## config.mk

```make
export PLATFORM = sky130hd
export DESIGN_NAME = counter_ud_flat
export DESIGN_NICKNAME = d
export VERILOG_FILES = /design/src/rtl/counter_ud_if.sv /design/src/rtl/counter_ud.sv /design/src/flat_wrapper.sv
export SDC_FILE = /design/constraint.sdc
export NUM_CORES = 1
export LEC_CHECK = 0
export CAP_MARGIN = 20
export CORE_AREA = 2 2 39 41
export DETAILED_ROUTE_END_ITERATION = 16
export DIE_AREA = 0 0 41 43
export GPL_ROUTABILITY_DRIVEN = 1
export PLACE_DENSITY = 0.47
export REMOVE_ABC_BUFFERS = 1
export SYNTH_ARGS = -nofsm -noshare
export SYNTH_HDL_FRONTEND = slang
export SYNTH_SLANG_ARGS = --single-unit
export TNS_END_PERCENT = 50
```

## constraint.sdc

```tcl
create_clock -name clk -period 1.7 [get_ports clk]
set_input_delay 0.255 -clock clk [delete_from_list [all_inputs] [get_ports clk]]
set_output_delay 0.255 -clock clk [all_outputs]
set_load 0.02 [all_outputs]
```

## src/rtl/counter_ud_if.sv

```systemverilog
`default_nettype none
// ============================================================================
//  Module      : cnt_if
//  Description : Bus bundle for the counter_ud up/down counter.
//                The master drives the controls (load_en, load, down).
//                The slave (the counter) returns count and rollover.
//                Clock and reset are not part of this bundle; they are
//                plain ports on the counter.
//  Signals     : load_en  - preload strobe
//                load     - preload value, WIDTH bits
//                down     - direction, 1 = decrement, 0 = increment
//                count    - registered counter value, WIDTH bits
//                rollover - registered one-cycle wrap-around pulse
//  Revision    : 1.0 - initial release
// ============================================================================
interface cnt_if #(
    parameter int WIDTH = 4
);
    logic             load_en;
    logic [WIDTH-1:0] load;
    logic             down;
    logic [WIDTH-1:0] count;
    logic             rollover;

    modport master (
        output load_en,
        output load,
        output down,
        input  count,
        input  rollover
    );

    modport slave (
        input  load_en,
        input  load,
        input  down,
        output count,
        output rollover
    );
endinterface : cnt_if
`default_nettype wire

```

## src/rtl/counter_ud.sv

```systemverilog
`default_nettype none
// ============================================================================
//  Module      : counter_ud
//  Description : Loadable up/down binary counter with a registered
//                wrap-around (rollover) pulse. The counter advances one
//                step on every rising clock edge. It counts up or down,
//                as selected by 'down'. A synchronous load takes
//                priority over counting. The counter never idles: it
//                holds its value only when a load writes back the
//                current value.
//  Ports       : clk  - clock, rising-edge active
//                rstn - synchronous active-low reset
//                bus  - cnt_if slave modport
//                       in : load_en, load, down
//                       out: count, rollover
//  Parameters  : WIDTH - counter width in bits (>= 1). It must match the
//                        WIDTH of the connected cnt_if instance.
//  Revision    : 1.0 - initial release
// ============================================================================
module counter_ud #(
    parameter int WIDTH = 4
) (
    input  wire logic clk,
    input  wire logic rstn,
    cnt_if.slave      bus
);

    localparam logic [WIDTH-1:0] c_zero     = '0;
    localparam logic [WIDTH-1:0] c_one      = WIDTH'(1);
    localparam logic [WIDTH-1:0] c_all_ones = '1;

    logic [WIDTH-1:0] r_count;
    logic             r_rollover;

    logic [WIDTH-1:0] w_count_next;
    logic             w_wrap;

    // Next-state selection: a load wins over counting.
    // A wrap is flagged only when the counter itself crosses the
    // all-ones/zero boundary. A load of either boundary value is not a
    // wrap.
    always_comb begin
        w_count_next = r_count;
        w_wrap       = 1'b0;
        if (bus.load_en) begin
            w_count_next = bus.load;
        end else if (bus.down) begin
            w_count_next = r_count - c_one;
            w_wrap       = (r_count == c_zero);
        end else begin
            w_count_next = r_count + c_one;
            w_wrap       = (r_count == c_all_ones);
        end
    end

    always_ff @(posedge clk) begin
        if (!rstn) begin
            r_count    <= c_zero;
            r_rollover <= 1'b0;
        end else begin
            r_count    <= w_count_next;
            r_rollover <= w_wrap;
        end
    end

    // Both outputs come straight from flops. No input reaches an output
    // combinationally.
    assign bus.count    = r_count;
    assign bus.rollover = r_rollover;

endmodule : counter_ud
`default_nettype wire

```

## src/flat_wrapper.sv

```systemverilog
// flat-port wrapper written by rule: the top's interface ports become plain ports
module counter_ud_flat 
#(
    parameter int WIDTH = 4
)
  (clk, rstn, bus_load_en, bus_load, bus_down, bus_count, bus_rollover);
  cnt_if #(.WIDTH(WIDTH)) bus_i ();
  input  wire logic clk;
  input  wire logic rstn;
  input wire logic [$bits(bus_i.load_en)-1:0] bus_load_en;
  input wire logic [$bits(bus_i.load)-1:0] bus_load;
  input wire logic [$bits(bus_i.down)-1:0] bus_down;
  output wire logic [$bits(bus_i.count)-1:0] bus_count;
  output wire logic [$bits(bus_i.rollover)-1:0] bus_rollover;
  assign bus_i.load_en = bus_load_en;
  assign bus_i.load = bus_load;
  assign bus_i.down = bus_down;
  assign bus_count = bus_i.count;
  assign bus_rollover = bus_i.rollover;
  counter_ud #(.WIDTH(WIDTH)) u_core (.clk(clk), .rstn(rstn), .bus(bus_i));
endmodule
```

==> results.rst <==
.. list-table::
   :header-rows: 1

   * - Metric
     - Value
   * - Outcome
     - completed
   * - Xor/xnor cell area share of the yosys netlist
     - 6.114%
   * - Number of storage elements in the synthesis netlist
     - 5
   * - Aggregate global routing overflow
     - 0
   * - Gp weighted congestion
     - 0.6858
   * - Total core area
     - 0.001384 mm²
   * - Share of synthesized area spent on multiplexers
     - 3.493%
   * - Number of endpoints failing setup at the final stage
     - 0
   * - Number of global-route vias before repair
     - ~280
   * - Maximum number of pins on one net before global-route repair
     - 8
   * - Headroom to the max-slew limit
     - 85.66%
   * - Highest-delay cell along the critical path
     - clkdlybuf4s50_1
   * - Static leakage power
     - 0.0002025 µW
   * - Register area
     - 100.1 µm²
   * - Instance count of the mapped netlist
     - 33
   * - Port buffer count
     - 12
   * - Synth Area in Simple Gates
     - 20.96%
   * - Number of rows in the core area
     - 14
   * - Wire length per cell
     - about 8.9 µm
   * - Worst setup slack for register-to-register paths
     - approximately 0.24 ns
   * - Largest fanout on the critical path
     - 6
   * - Clock skew after layout
     - 0.0001768 ns
   * - Measured slew at the worst slew-check pin
     - 0.2145 ns
   * - Post-CTS Repair Setup Buffers
     - 0
   * - Synth Area in Compound Gates
     - 13.54%
   * - Final Instance Count excl. Fillers
     - 67
   * - Crit end category
     - primary output
   * - Htree depth
     - 1
   * - DR vias/cell
     - 4.254
   * - Routed WL
     - 596 µm
   * - Antenna diode instance count
     - 0
   * - Io pins
     - 13
   * - Die Width
     - 41 µm
   * - Number of cells traversed by the worst register-to-register path
     - 5
   * - Data arrival time at the worst-slack endpoint
     - 1.28 ns
   * - Number of filler instances in the final layout
     - 149
   * - Synth warn
     - 0
   * - Type of the setup path with the least slack
     - flip-flop to primary output
   * - Initial antenna violation count
     - 0
   * - Clock latency of the later-clocked register in the worst-skew pair
     - 0.23 ns
   * - Cell area after technology mapping
     - 286.5 µm²
   * - CTS root buf
     - clkbuf_4
   * - Final Cycle Share
     - 90.51%
   * - Average instance area after synthesis
     - 8.683 µm²
   * - Critical Path Max Stage Delay
     - 0.64 ns
   * - Critical path startpoint category
     - flip-flop
   * - Area overhead of the layout relative to synthesis
     - 63.32%
   * - Hold Crit Start
     - u_core.bus.count[0]$_SDFF_PN0_
   * - Global-route wire length before repair
     - 1048 µm
   * - Count of final hold-check violations
     - 0
   * - Die footprint
     - 0.001763 mm²
   * - Number of placed instances, taps included
     - 63
   * - CTS tree
     - built
   * - Residual DRC count
     - 0
   * - Starting utilization of the core area
     - 20.71%
   * - Clock transition time at the flip-flop clock pins of the worst setup and hold paths
     - 0.04 ns
   * - # hold bufs at CTS
     - 0
   * - Power density over cell area
     - 797.1 mW/mm²
   * - Cell variety after synth
     - 16
   * - Max-capacitance violation count
     - 0
   * - Buffers from clock root to sink, at most
     - 2
   * - Portion of the post-synthesis area used by sequential elements
     - 34.93%
   * - Setup repair after global routing missed its margin
     - false
   * - Pre-Repair DR Iteration Count
     - 4
   * - Maximum clock frequency
     - 649.9 MHz
   * - Fraction of final layout cells sized beyond drive strength 1
     - 9.804%
   * - End of the worst register-to-register path
     - u_core.bus.count[2]$_SDFF_PN0_
   * - # nets final
     - 63
   * - Number of buffers added by the clock tree synthesis step
     - 3
   * - CP bufs+invs
     - 1
   * - Time the final worst path needs with I/O delays and setup
     - 1.539 ns
   * - Path type of the worst min-delay path
     - flip-flop to flip-flop
   * - Endpoint of the worst hold path
     - u_core.bus.count[0]$_SDFF_PN0_
   * - Total number of vias
     - 285
   * - Hold Path Depth
     - 2
   * - Slew Viols, Final
     - 0
   * - Crit path max-delay family
     - buffers and inverters
   * - Worst endpoint required time
     - 1.44 ns
   * - Max rail drop VDD
     - 0.2787 mV
   * - Iteration-0 DRC Markers
     - 3
   * - Multi-input logic area
     - 171.4 µm²
   * - Final ANT Viol Nets
     - 0
   * - Die span in y
     - 43 µm
   * - Startpoint of the worst register-to-register path
     - u_core.bus.count[0]$_SDFF_PN0_
   * - PostCTS Resize Cnt
     - 0
   * - Worst Hold Margin
     - 0.6511 ns
   * - Fraction of the mapped netlist area in adder cells
     - 15.72%
   * - # clock sinks
     - 5
   * - Cells along the critical path
     - clkdlybuf4s50_1
   * - Main combinational cell family by area after synthesis
     - simple AND/OR/NAND/NOR gates
   * - Total GRT Usage
     - 9.164%
cell usage in the layout (no fill, tap or decap), drive strengths merged:
| master | instances |
|---|---|
| a21o | 1 |
| a21oi | 1 |
| a31oi | 1 |
| and2 | 3 |
| and3 | 1 |
| buf | 2 |
| clkbuf | 4 |
| clkdlybuf4s50 | 12 |
| dfxtp | 5 |
| fa | 1 |
| ha | 2 |
| inv | 4 |
| mux2i | 1 |
| nand2 | 3 |
| nand3 | 2 |
| nand4 | 1 |
| o21ai | 4 |
| or4 | 1 |
| xor2 | 2 |
synthesized netlist by cell type, drive strengths merged:
master | number | area share, %
nand3 | 2 | 3.5
nand2 | 3 | 3.9
ha | 2 | 8.7
and2 | 3 | 6.6
a21oi | 1 | 1.7
mux2i | 1 | 3.5
fa | 1 | 7.0
nand4 | 1 | 2.2
a21o | 1 | 2.6
or4 | 1 | 2.6
xor2 | 2 | 6.1
a31oi | 1 | 2.2
and3 | 1 | 2.2
o21ai | 4 | 7.0
inv | 4 | 5.2
dfxtp | 5 | 35
layer usage:
| metal | up-vias | share of wire [%] | global-route usage, % |
|---|---|---|---|
| met2 | 9 | 47 | 11.56 |
| met5 | - | 0 | 0 |
| met4 | 0 | 1.2 | 10.00 |
| met1 | 124 | 46 | 11.69 |
| li1 | 150 | - | - |
| met3 | 2 | 6.2 | 1.571 |
logic make-up (layout without fill, tap and decap cells):
group,after synthesis,count (layout)
AND/OR/NAND/NOR,11,11
AO/OA/AOI/OAI,7,7
flip-flops,5,5
adder cells (fa/ha/maj),3,3
buffers and inverters,4,22
multiplexers,1,1
XOR/XNOR,2,2
registers in the layout, summed over array words and instances (netlist names):
name	flops
u_core.bus.rollover	1
u_core.bus.count	4
layout make-up:
type                       count  area share [%]
clock buffer                   4           5.615
sequential                     5           21.39
timing repair buffer          14           28.88
tap                           16           4.278
inverter                       4           3.209
multi-input combinational     24           36.63
per-stage QoR:
stage | util (%) | area, µm² | total power [µW] | setup WS, ns | setup TNS (ns)
6_report | 33.82 | 467.9 | 373.0 | 0.1614 | 0
5_1_grt | 33.82 | 467.9 | 405.0 | 0.1222 | 0
4_1_cts | 33.82 | 467.9 | 382.6 | 0.1554 | 0
3_5_place_dp | 31.92 | 441.7 | 243.3 | -0.02963 | -0.02963
3_3_place_gp | 31.92 | 441.7 | 244.8 | -0.01205 | -0.01205
2_1_floorplan | - | 286.5 | 191.1 | 0.2335 | 0
power by group:
group	total, µW	switching [µW]	internal [µW]
registers	138	10.3	128
clock network	133	44.3	88.5
logic	102	45.3	57.0
total	373	99.9	273
how the worst max path moves through the flow:
stage	from	endpoint	depth (start not counted)
floorplan	u_core.bus.count[0]$_SDFF_PN0_	u_core.bus.count[2]$_SDFF_PN0_	5
global placement	bus_down	u_core.bus.count[2]$_SDFF_PN0_	6
detailed placement	bus_down	u_core.bus.count[2]$_SDFF_PN0_	6
CTS	u_core.bus.count[0]$_SDFF_PN0_	bus_count[0]	1
global route	u_core.bus.count[0]$_SDFF_PN0_	bus_count[0]	1
finish	u_core.bus.count[0]$_SDFF_PN0_	bus_count[0]	1
Power figures use the tool's default switching activity.
